<file path="src/rtl/rx_seg_alloc.sv">
// rx_seg_alloc: walks a command's PRD list one entry at a time and answers each receive-DMA
// segment request with one contiguous address/length grant. The grant is bounded by the
// requested length, by the bytes left in the current PRD and by C_MAX_SEG. The running
// byte count granted since the last start is reported back to the port.
module rx_seg_alloc #(
  parameter int          C_PRD_IDX_WIDTH = 16,
  parameter logic [13:0] C_MAX_SEG       = 14'h2000
) (
  input  logic                       sys_clk,
  input  logic                       sys_rst_n,
  input  logic                       port2al_start,
  input  logic [C_PRD_IDX_WIDTH-1:0] port2al_prdtl,
  output logic                       al2port_busy,
  output logic [31:0]                al2port_bc,
  output logic                       al2prd_req,
  output logic [C_PRD_IDX_WIDTH-1:0] al2prd_idx,
  input  logic                       prd2al_vld,
  input  logic [31:0]                prd2al_dba,
  input  logic [21:0]                prd2al_dbc,
  input  logic                       rx2al_req,
  input  logic [13:0]                rx2al_len,
  output logic                       al2dh_ack,
  output logic                       al2dh_err,
  output logic [31:0]                al2dh_addr,
  output logic [13:0]                al2dh_len
);

  typedef enum logic [2:0] {
    ST_IDLE  = 3'd0,
    ST_FETCH = 3'd1,
    ST_READY = 3'd2,
    ST_GRANT = 3'd3,
    ST_HOLD  = 3'd4,
    ST_ERR   = 3'd5
  } state_t;

  state_t                     state_r;
  logic [C_PRD_IDX_WIDTH-1:0] idx_r;
  logic [C_PRD_IDX_WIDTH-1:0] prdtl_r;
  logic [22:0]                remain_r;
  logic [31:0]                cur_addr_r;
  // Set once rx2al_req has been seen low; a grant needs a request that was low since the last ack.
  logic                       armed_r;

  logic [13:0]                remain_clip_s;
  logic [13:0]                seg_len_s;
  logic [32:0]                bc_sum_s;
  logic [31:0]                bc_next_s;
  logic                       fresh_req_s;

  assign al2prd_idx  = idx_r;
  assign fresh_req_s = rx2al_req & armed_r;

  // Segment length = min(request, PRD remainder, C_MAX_SEG) and the saturating byte count.
  always_comb begin
    remain_clip_s = C_MAX_SEG;
    seg_len_s     = rx2al_len;
    if (remain_r > {9'd0, C_MAX_SEG}) begin
      remain_clip_s = C_MAX_SEG;
    end else begin
      remain_clip_s = remain_r[13:0];
    end
    if (rx2al_len < remain_clip_s) begin
      seg_len_s = rx2al_len;
    end else begin
      seg_len_s = remain_clip_s;
    end
    bc_sum_s = {1'b0, al2port_bc} + {19'd0, seg_len_s};
    if (bc_sum_s[32]) begin
      bc_next_s = 32'hFFFF_FFFF;
    end else begin
      bc_next_s = bc_sum_s[31:0];
    end
  end

  // Allocator state machine with registered grant, fetch and status outputs.
  always_ff @(posedge sys_clk or negedge sys_rst_n) begin
    if (!sys_rst_n) begin
      state_r      <= ST_IDLE;
      idx_r        <= '0;
      prdtl_r      <= '0;
      remain_r     <= 23'd0;
      cur_addr_r   <= 32'd0;
      armed_r      <= 1'b1;
      al2port_busy <= 1'b0;
      al2port_bc   <= 32'd0;
      al2prd_req   <= 1'b0;
      al2dh_ack    <= 1'b0;
      al2dh_err    <= 1'b0;
      al2dh_addr   <= 32'd0;
      al2dh_len    <= 14'd0;
    end else begin
      al2dh_ack <= 1'b0;
      al2dh_err <= 1'b0;
      if (!rx2al_req) begin
        armed_r <= 1'b1;
      end
      if (port2al_start) begin
        // Restart wins over everything, including a PRD arriving in the same cycle.
        idx_r        <= '0;
        prdtl_r      <= port2al_prdtl;
        remain_r     <= 23'd0;
        al2port_bc   <= 32'd0;
        al2port_busy <= 1'b1;
        if (port2al_prdtl != '0) begin
          state_r    <= ST_FETCH;
          al2prd_req <= 1'b1;
        end else begin
          state_r    <= ST_READY;
          al2prd_req <= 1'b0;
        end
      end else begin
        case (state_r)
          ST_IDLE: begin
            al2port_busy <= 1'b0;
            al2prd_req   <= 1'b0;
          end
          ST_FETCH: begin
            if (prd2al_vld) begin
              al2prd_req <= 1'b0;
              idx_r      <= idx_r + C_PRD_IDX_WIDTH'(1);
              cur_addr_r <= prd2al_dba;
              remain_r   <= {1'b0, prd2al_dbc} + 23'd1;
              if (prd2al_dba[0]) begin
                // Misaligned buffer: enter ERR with its entry pulse; a pending request is consumed.
                state_r      <= ST_ERR;
                al2port_busy <= 1'b0;
                al2dh_ack    <= 1'b1;
                al2dh_err    <= 1'b1;
                if (rx2al_req) begin
                  armed_r <= 1'b0;
                end
              end else begin
                state_r <= ST_READY;
              end
            end else begin
              al2prd_req <= 1'b1;
            end
          end
          ST_READY: begin
            if (fresh_req_s) begin
              if ((remain_r == 23'd0) && (idx_r == prdtl_r)) begin
                state_r      <= ST_ERR;
                armed_r      <= 1'b0;
                al2port_busy <= 1'b0;
                al2dh_ack    <= 1'b1;
                al2dh_err    <= 1'b1;
              end else if (remain_r == 23'd0) begin
                // Not reachable in normal flow; fetch rather than grant from an empty PRD.
                state_r    <= ST_FETCH;
                al2prd_req <= 1'b1;
              end else begin
                state_r    <= ST_GRANT;
                armed_r    <= 1'b0;
                al2dh_ack  <= 1'b1;
                al2dh_addr <= cur_addr_r;
                al2dh_len  <= seg_len_s;
                cur_addr_r <= cur_addr_r + {18'd0, seg_len_s};
                remain_r   <= remain_r - {9'd0, seg_len_s};
                al2port_bc <= bc_next_s;
              end
            end
          end
          ST_GRANT: begin
            state_r <= ST_HOLD;
          end
          ST_HOLD: begin
            if ((remain_r == 23'd0) && (idx_r < prdtl_r)) begin
              state_r    <= ST_FETCH;
              al2prd_req <= 1'b1;
            end else begin
              state_r <= ST_READY;
            end
          end
          ST_ERR: begin
            al2port_busy <= 1'b0;
            al2prd_req   <= 1'b0;
            if (fresh_req_s) begin
              armed_r   <= 1'b0;
              al2dh_ack <= 1'b1;
              al2dh_err <= 1'b1;
            end
          end
          default: begin
            state_r      <= ST_IDLE;
            al2port_busy <= 1'b0;
            al2prd_req   <= 1'b0;
          end
        endcase
      end
    end
  end

endmodule

</file>
<file path="config.mk">
export PLATFORM = sky130hd
export DESIGN_NAME = rx_seg_alloc
export DESIGN_NICKNAME = d
export VERILOG_FILES = /design/src/rtl/rx_seg_alloc.sv
export SDC_FILE = /design/constraint.sdc
export NUM_CORES = 1
export LEC_CHECK = 0
export ABC_AREA = 0
export CORE_MARGIN = 10
export CORE_UTILIZATION = 37
export DETAILED_ROUTE_END_ITERATION = 10
export PLACE_DENSITY = 0.64
export SLEW_MARGIN = 15
export SYNTH_ARGS = -nofsm -noshare
export SYNTH_HDL_FRONTEND = slang
export SYNTH_SLANG_ARGS = --single-unit
</file>
<file path="constraint.sdc">
create_clock -name sys_clk -period 13.27 [get_ports sys_clk]
set_input_delay 2.654 -clock sys_clk [delete_from_list [all_inputs] [get_ports sys_clk]]
set_output_delay 2.654 -clock sys_clk [all_outputs]
set_load 0.005 [all_outputs]
</file>
==> results of run 1 <==
area by class of cell:
type,count,area [µm²],area share (%)
multi-input cells,1134,6915,47.77
repair buffers,202,1978,13.66
clock inverters,14,132.6,0.9162
inverters,50,187.7,1.296
flip-flops and latches,173,4330,29.91
clock buffers,18,429.2,2.965
well taps,402,503.0,3.474
power groups by stage:
stage / sequential, mW / combinational [mW] / clock (mW)
final: 0.793 / 1.42 / 0.499
after global routing: 0.812 / 1.57 / 0.533
after CTS: 0.792 / 1.41 / 0.508
after detailed placement: 0.801 / 1.40 / 0
after global placement: 0.799 / 1.39 / 0
after floorplan: 0.750 / 0.986 / 0
registers in the layout, summed over array words and instances (netlist names):
signal	count
state_r	3
al2port_bc	32
remain_r	23
al2prd_idx	16
cur_addr_r	32
al2dh_ack	1
armed_r	1
al2dh_err	1
prdtl_r	16
al2dh_len	14
al2port_busy	1
al2prd_req	1
al2dh_addr	32
Yosys cell counts, drive strengths merged (5+ instances only):
cell | count | area [µm²]
nand2 | 271 | 1020
dfrtp | 172 | 4304
a21oi | 110 | 554.3
nor2 | 106 | 397.9
o21ai | 100 | 500.5
ha | 62 | 775.7
clkbuf | 61 | 229.0
inv | 50 | 187.7
nand3 | 49 | 245.2
xnor2 | 33 | 289.0
nor3 | 31 | 166.4
and3 | 30 | 187.7
xor2 | 26 | 227.7
nand4 | 22 | 137.6
a211oi | 21 | 162.6
nor4 | 19 | 133.9
a21o | 18 | 135.1
a31oi | 18 | 125.1
o22ai | 17 | 106.4
nor2b | 16 | 100.1
buf | 15 | 81.33
o211ai | 14 | 105.1
and2 | 12 | 75.07
o21a | 12 | 90.09
o31ai | 10 | 102.6
or3 | 10 | 62.56
a31o | 9 | 96.34
and4 | 9 | 78.83
nand2b | 9 | 56.30
a21boi | 7 | 56.31
maj3 | 7 | 75.07
o221a | 7 | 78.82
or4 | 7 | 56.30
a311oi | 6 | 58.80
a22oi | 5 | 37.54
mux2i | 5 | 50.05
worst reg2reg max path, delay by kind of cell (launching register included):
| kind | cells | cell delay (ns) |
|---|---|---|
| flops | 1 | 0.41 |
| simple gates | 8 | 2.37 |
| compound gates | 13 | 4.10 |
| fa+ha+maj | 2 | 0.67 |
| buf+inv | 2 | 0.44 |
per-stage QoR:
stage	setup slack (ns)	hold WS, ns
6_report	4.722	0.4759
2_1_floorplan	5.473	0.4532
5_1_grt	4.361	0.4975
3_3_place_gp	4.540	0.4580
3_5_place_dp	4.454	0.4649
4_1_cts	4.887	0.4831
kinds of logic after synthesis:
family          count (synthesis)
compound gates                395
mux                             6
buf+inv                       126
xor+xnor                       59
simple gates                  602
flops                         173
fa+ha+maj                      72
per-layer routing:
metal / vias to the layer above / wire (µm)
met5: - / 0
met4: 0 / 626
met3: 39 / 2926
met2: 417 / 17280
met1: 5464 / 18410
li1: 5434 / -
how the worst min path moves through the flow:
stage	from	to	slack (ns)	depth (start not counted)
CTS	al2dh_addr[24]$_DFFE_PN0P_	al2dh_addr[24]$_DFFE_PN0P_	0.48	2
global placement	al2dh_addr[11]$_DFFE_PN0P_	al2dh_addr[11]$_DFFE_PN0P_	0.46	2
global route	al2dh_addr[0]$_DFFE_PN0P_	al2dh_addr[0]$_DFFE_PN0P_	0.50	2
floorplan	cur_addr_r[20]$_DFFE_PN0P_	al2dh_addr[20]$_DFFE_PN0P_	0.45	2
finish	al2dh_addr[24]$_DFFE_PN0P_	al2dh_addr[24]$_DFFE_PN0P_	0.48	2
detailed placement	al2dh_addr[13]$_DFFE_PN0P_	al2dh_addr[13]$_DFFE_PN0P_	0.46	2
==> metrics.sh, run 1 <==
RESULT_OF_THE_RUN='finished clean'
LAYOUT.FILLER_CELLS=3062
CRITICAL-PATH-TOP-DELAY-FAMILY='compound AO/OA/AOI/OAI gates'
ROOT_BUFFER='sky130_fd_sc_hd__clkbuf_16'
LAYOUT.CELLS.MOST_COMMON='sky130_fd_sc_hd__nand2_1'
WL_UM=39240
PATH_CLASS='input pin to flip-flop'
SYNTH-SEQ-AREA-SHARE_PCT=36.93
CP_SLOWEST_CELL='sky130_fd_sc_hd__clkdlybuf4s50_1'
NUM_ROWS=65
DRC_ERRORS=0
CP.BUFFERS_INVERTERS=3
PEAKVDDDROP_uV=105.0
WORST-ENDPOINT-REQUIRED_NS=13.56
CP_SLOWEST_STAGE_DELAY_NS=0.52
YS_SEQ_ELEMENTS=173
SYN_TO_FINAL_GROWTH_PCT=23.45
CLOCK-SINKS=173
FIN_UTIL_PCT=46.11
N_ANTENNA_CELL=0
CLOCK.FMAX_MHz=117.0
FINALWEIGHTEDCONGESTION=0.9145
DP_HPWL_UM=28900
P_SEQ_SHARE_PCT=29.2
LAYOUT.CELLS.NON_FILLER=1993
SYNTH_FF_TYPE='sky130_fd_sc_hd__dfrtp_1'
CTS-BUFFERS-INSERTED=17
WORSTPATHCELLLIST='clkdlybuf4s50_1 -> ha_1 -> and3_1 -> a221oi_1 -> o221ai_1 -> nor3_4 -> buf_4 -> nor2_1 -> a21oi_1 -> inv_1 -> ha_1 -> o21a_1 -> o31a_1 -> o21ai_0 -> nand2_1 -> o221ai_1 -> a32oi_2 -> a31oi_1 -> o21a_1 -> nand2_1 -> o31ai_1 -> a21oi_1'
ROUTED_VIA_COUNT_DIVIDED_BY_CELL_COUNT=5.697
CTS_HOLD_REPAIR.BUFFERS=0
LARGEST_NET_DEGREE_AT_THE_START_OF_GLOBAL_ROUTING=103
FP.DIEW_UM=198.0
COMBINATIONALPOWERSHARE_PCT=52.4
SYNTH_AREA_IN_ADDERS_PCT=7.768
GRT_REMAINING_OVERFLOW=0
DOMINANT_COMBINATIONAL_CELL_FAMILY_BY_AREA_AFTER_SYNTHESIS='simple AND/OR/NAND/NOR gates'
MAX_SLEW.WORST_PIN.SLEW_NS=1.010
SYNTH_ENABLE_FLOP_CELLS=0
VIAS_AFTER_DETAILED_ROUTING=11354
POWER_LEAKAGE_nW=6.169
CRITICAL_PATH_END_TYPE='flip-flop'
FIN_NETS=1732
WORST_EP_ARRIVAL_TIME_NS=8.84
TIMING.MAX_SLEW.REL_SLACK_PCT=32.64
CRITICAL_REGISTER_TO_REGISTER_PATH_STARTPOINT='remain_r[15]$_DFFE_PN0P_'
POSTCTSSETUPBUFFERS=0
FINAL_AREA_MM2=0.01448
POST_SYNTH_NUM_CELL_TYPES=88
GR-MAX-USAGE-LAYER='met2'
PLACEABLECOREAREA_MM2=0.03139
GRT_SETUP_UNREPAIRED='false'
REG2REGPATHDEPTH=25
ENDPOINT_OF_THE_WORST_SLACK_REG_TO_REG_TIMING_PATH='al2port_bc[30]$_DFFE_PN0P_'
FINAL_CELL_MIX='269 x sky130_fd_sc_hd__nand2_1, 184 x sky130_fd_sc_hd__clkdlybuf4s50_1, 172 x sky130_fd_sc_hd__dfrtp_1'
NETLIST_INSTANCES=1433
HOLD_VIOLATION_TOTAL_FROM_THE_FINAL_REPORT=0
FF2FF_SETUP_SLACK_NS=5.14
FINCLKSKEW_NS=0.01540
SYN_NETS=1587
SWITCHING_SHARE_PCT=44.98
FINAL_MIN_PERIOD_OVER_CLOCK_PERIOD_PCT=64.42
DESIGN.DIE.AREA_MM2=0.03921
GRT.MET1_USAGE_PCT=28.03
SETUP_TNS_NS=0
FRACTION_OF_LAYOUT_INSTANCES_USING_A_DRIVE_STRENGTH_ABOVE_1_PCT=5.405
REPORT.POWER.TOTAL_mW=2.715
CLK_PIN_SLEW_WORST_PATHS_NS=0.07
ROUTE.ANTENNA.REMAINING_NETS=0
SYNTH.YOSYS.WARNINGS=0
INITIAL_CORE_UTILIZATION_PCT=37.35
DPL.CELL_COUNT=1961
CTS_TREE='built'
GRT_FIRST_PASS_WIRELENGTH_UM=61820
POWER.NET_SWITCHING_mW=1.221
SLEW_VIOL_FINAL=0
CRITICAL_PATH_START='rx2al_len[9]'
POST_CTS.RESIZED_INSTANCES=0
IO_PINS=187
HTREE_NUM_LEVELS=4
YOSYS-MUX-AREA-FRACTION_PCT=0.5228
CHIPHEIGHT_UM=198.0
FIRST_GLOBAL_VIAS=10833
WORSTPATHMAXFANOUT=20
SYNTH_SIMPLE_GATE_AREA_SHARE_PCT=23.89
CLK_LAT_WORST_SKEW_NS=0.44
PLACE.PORT_BUFFERS=186
ASYNCSETRESETFLOPFRACSYNTH_PCT=100.0
GRT_UTIL_MET2_PCT=29.91
POWER_FRAC_CLOCK_PCT=18.4
TIMING.HOLD.WORST.CLASS='flip-flop to flip-flop'
DRT-PASS1-ITER-COUNT=5
MAX-CAP-VIOLATIONS=0
SYN_AVG_CELL_AREA_UM2=8.183
SETUP.WORST_PATH.START_CLASS='input pin'
WORSTSETUPPATHDEPTH=22
TIMING.FINAL.CRIT_PERIOD_NS=8.548
FINALSETUPVIOLATIONS=0
POWER_PER_CELL_AREA_mW_PER_MM2=187.6
AVGROUTEDWIREPERCELL_UM=19.69
POST_DP_CELL_AREA_MM2=0.01391
INTERNAL-POWER_mW=1.494
DETAIL_ROUTE.ITER0.VIOLATIONS=1068
GRT_USAGE_PCT=19.80
GRT_ANTENNA_BEFORE_REPAIR=0
CP_ENDPOINT='al2port_bc[30]$_DFFE_PN0P_'
SYNTHXORXNORAREAFRAC_PCT=4.407
GROUTE.LAYER.MET3.USAGE_PCT=3.972
SYNTH_COMPOUND_GATE_AREA_SHARE_PCT=22.24
CLK_PATH_BUF_DEPTH=2
POST_SYNTH_INSTANCE_AREA_MM2=0.01173
Note: power is estimated with default switching activity, not from simulation.
==> inputs of run 2 (changes only) <==
clock period = 8.7 ns   (was 13.27 ns; I/O delays follow)
==> run 2 against run 1 <==
  * Total power increased by 53%
  * Clock skew about the same
  * Sequential cell count stayed put
==> metrics.sh, run 2 (synthesis gave the netlist of run 1 again) <==
DESIGN.DIE.AREA_MM2=0.03921  # unchanged
SWITCHING_SHARE_PCT=45.31  # was 44.98%
FIRST_GLOBAL_VIAS=10941  # was 10833
POWER_PER_CELL_AREA_mW_PER_MM2=285.8  # was 187.6 mW/mm²
CRITICAL_REGISTER_TO_REGISTER_PATH_STARTPOINT='remain_r[15]$_DFFE_PN0P_'  # unchanged
GRT_USAGE_PCT=19.70  # was 19.80%
LAYOUT.CELLS.MOST_COMMON='sky130_fd_sc_hd__nand2_1'  # unchanged
LAYOUT.FILLER_CELLS=3030  # was 3062
HTREE_NUM_LEVELS=4  # unchanged
DRT-PASS1-ITER-COUNT=5  # unchanged
GRT_REMAINING_OVERFLOW=0  # unchanged
P_SEQ_SHARE_PCT=29.0  # was 29.2%
POWER_LEAKAGE_nW=6.178  # was 6.169 nW
SYN_TO_FINAL_GROWTH_PCT=23.93  # was 23.45%
CP.BUFFERS_INVERTERS=2  # was 3
POWER_FRAC_CLOCK_PCT=18.8  # was 18.4%
DRC_ERRORS=0  # unchanged
WORSTPATHMAXFANOUT=17  # was 20
CRITICAL_PATH_END_TYPE='flip-flop'  # unchanged
MAX-CAP-VIOLATIONS=0  # unchanged
CP_SLOWEST_STAGE_DELAY_NS=0.65  # was 0.52 ns
GRT_SETUP_UNREPAIRED='false'  # unchanged
FINAL_CELL_MIX='269 x sky130_fd_sc_hd__nand2_1, 184 x sky130_fd_sc_hd__clkdlybuf4s50_1, 172 x sky130_fd_sc_hd__dfrtp_1'  # unchanged
CLOCK-SINKS=173  # unchanged
PATH_CLASS='flip-flop to flip-flop'  # was input pin to flip-flop
CTS_TREE='built'  # unchanged
FINALSETUPVIOLATIONS=0  # unchanged
REGISTER_AREA_MM2=0.004330  # unchanged
CTS-BUFFERS-INSERTED=17  # unchanged
CP_SLOWEST_CELL='sky130_fd_sc_hd__a21oi_2'  # was sky130_fd_sc_hd__clkdlybuf4s50_1
WORSTSETUPPATHDEPTH=25  # was 22
CLK_PIN_SLEW_WORST_PATHS_NS=0.08  # was 0.07 ns
TIMING.FINAL.CRIT_PERIOD_NS=7.771
CRITICAL_PATH_START='remain_r[15]$_DFFE_PN0P_'  # was rx2al_len[9]
CLK_LAT_WORST_SKEW_NS=0.44  # about the same
ROUTE.ANTENNA.REMAINING_NETS=0  # unchanged
LARGEST_NET_DEGREE_AT_THE_START_OF_GLOBAL_ROUTING=105  # was 103
CRITICAL-PATH-TOP-DELAY-FAMILY='compound AO/OA/AOI/OAI gates'  # unchanged
ROUTED_VIA_COUNT_DIVIDED_BY_CELL_COUNT=5.678  # was 5.697
FRACTION_OF_LAYOUT_INSTANCES_USING_A_DRIVE_STRENGTH_ABOVE_1_PCT=5.587  # was 5.405%
WORST_EP_ARRIVAL_TIME_NS=8.07  # was 8.84 ns
TOP_REGS='al2dh_addr x32, al2port_bc x32, cur_addr_r x32'  # unchanged
FINAL_MIN_PERIOD_OVER_CLOCK_PERIOD_PCT=89.32
IO_PINS=187  # unchanged
POSTCTSSETUPBUFFERS=0  # unchanged
HOLD_VIOLATION_TOTAL_FROM_THE_FINAL_REPORT=0  # unchanged
POST_CTS.RESIZED_INSTANCES=0  # unchanged
GRT_ANTENNA_BEFORE_REPAIR=0  # unchanged
FIN_NETS=1734  # was 1732
PLACEABLECOREAREA_MM2=0.03139  # unchanged
FP.DIEW_UM=198.0  # unchanged
SLEW_VIOL_FINAL=0  # unchanged
CLK_PATH_BUF_DEPTH=2  # unchanged
DP_HPWL_UM=29150  # was 28900 µm
CRIT_TOP_CELL='sky130_fd_sc_hd__nand2_1'
CLOCK.FMAX_MHz=128.7
WORST_HOLD_SLACK_NS=0.4755  # was 0.4759 ns
SETUP_TNS_NS=0  # unchanged
N_ANTENNA_CELL=0  # unchanged
INTERNAL-POWER_mW=2.272  # was 1.494 mW
TIMING.HOLD.WORST.CLASS='flip-flop to flip-flop'  # unchanged
WORST-ENDPOINT-REQUIRED_NS=9.00  # was 13.56 ns
PEAKVDDDROP_uV=128.0  # was 105.0 µV
MAX_SLEW.WORST_PIN.SLEW_NS=1.055  # was 1.010 ns
FINCLKSKEW_NS=0.01537  # was 0.01540 ns
FF2FF_SETUP_SLACK_NS=0.93  # was 5.14 ns
TIMING.MAX_SLEW.REL_SLACK_PCT=29.22  # was 32.64%
FINALWEIGHTEDCONGESTION=0.9304  # was 0.9145
NUM_ROWS=65  # unchanged
MULTI_INPUT_COMB_AREA_MM2=0.006915  # unchanged
CTS_HOLD_REPAIR.BUFFERS=0  # unchanged
CHIPHEIGHT_UM=198.0  # unchanged
VIAS_AFTER_DETAILED_ROUTING=11328  # was 11354
ENDPOINT_OF_THE_WORST_SLACK_REG_TO_REG_TIMING_PATH='al2port_bc[29]$_DFFE_PN0P_'  # was al2port_bc[30]$_DFFE_PN0P_
GRT_FIRST_PASS_WIRELENGTH_UM=61910  # was 61820 µm
INITIAL_CORE_UTILIZATION_PCT=37.35  # unchanged
CP_ENDPOINT='al2port_bc[29]$_DFFE_PN0P_'  # was al2port_bc[30]$_DFFE_PN0P_
AVGROUTEDWIREPERCELL_UM=19.61  # was 19.69 µm
SETUP.WORST_PATH.START_CLASS='flip-flop'  # was input pin
PLACE.PORT_BUFFERS=186  # unchanged
DETAIL_ROUTE.ITER0.VIOLATIONS=889  # was 1068
COMBINATIONALPOWERSHARE_PCT=52.2  # was 52.4%
POWER.NET_SWITCHING_mW=1.882  # was 1.221 mW
REG2REGPATHDEPTH=25  # unchanged
ROOT_BUFFER='sky130_fd_sc_hd__clkbuf_16'  # unchanged
WL_UM=39120  # was 39240 µm
RESULT_OF_THE_RUN='finished clean'  # unchanged
run 2: layout make-up:
cell class	count	share of cell area, %
Clock inverter	15	1.223
Timing Repair Buffer	204	13.72
Clock buffer	17	2.927
Inverter	50	1.291
Multi-Input combinational cell	1134	47.58
Sequential cell	173	29.80
Tap cell	402	3.461
run 2: per-layer routing:
metal / wire length [µm] / global-route usage [%] / share of wire [%] / vias to the layer above
met5: 0 / 0 / 0 / -
met3: 2734 / 3.599 / 7.0 / 38
met2: 17610 / 30.57 / 45 / 408
met4: 600 / 5.268 / 1.5 / 0
li1: - / - / - / 5433
met1: 18180 / 27.49 / 46 / 5449
run 2: worst min-delay path, stage by stage, from the launching register on:
cell	delay (ns)
sky130_fd_sc_hd__dfrtp_1	0.34
sky130_fd_sc_hd__nand2_1	0.05
sky130_fd_sc_hd__nand2_1	0.05
run 2: stage by stage:
stage	instances	utilization (%)	power (mW)	instance area, µm²	setup WS [ns]
global placement	1963	44.37	3.333	13930	1.167
CTS	1995	46.29	4.160	14530	1.104
finish	1995	46.29	4.154	14530	0.9293
detailed placement	1963	44.37	3.362	13930	1.042
floorplan	1433	-	2.647	11730	1.391
global route	1995	46.29	4.467	14530	0.5151
run 2: how the worst min path moves through the flow:
| stage | cells after the start | slack, ns | end | startpoint |
|---|---|---|---|---|
| floorplan | 2 | 0.45 | al2dh_addr[20]$_DFFE_PN0P_ | cur_addr_r[20]$_DFFE_PN0P_ |
| CTS | 2 | 0.48 | al2dh_addr[24]$_DFFE_PN0P_ | al2dh_addr[24]$_DFFE_PN0P_ |
| global placement | 2 | 0.46 | al2dh_len[10]$_DFFE_PN0P_ | al2dh_len[10]$_DFFE_PN0P_ |
| global route | 2 | 0.51 | al2dh_len[10]$_DFFE_PN0P_ | al2dh_len[10]$_DFFE_PN0P_ |
| detailed placement | 2 | 0.46 | al2dh_addr[24]$_DFFE_PN0P_ | al2dh_addr[24]$_DFFE_PN0P_ |
| finish | 2 | 0.48 | al2dh_addr[24]$_DFFE_PN0P_ | al2dh_addr[24]$_DFFE_PN0P_ |
run 2: power by group through the flow:
| stage | logic (mW) | registers [mW] | clock network, mW |
|---|---|---|---|
| 3_5_place_dp | 2.14 | 1.22 | 0 |
| 3_3_place_gp | 2.12 | 1.21 | 0 |
| 5_1_grt | 2.40 | 1.24 | 0.830 |
| 2_1_floorplan | 1.50 | 1.14 | 0 |
| 4_1_cts | 2.16 | 1.20 | 0.798 |
| 6_report | 2.17 | 1.21 | 0.780 |
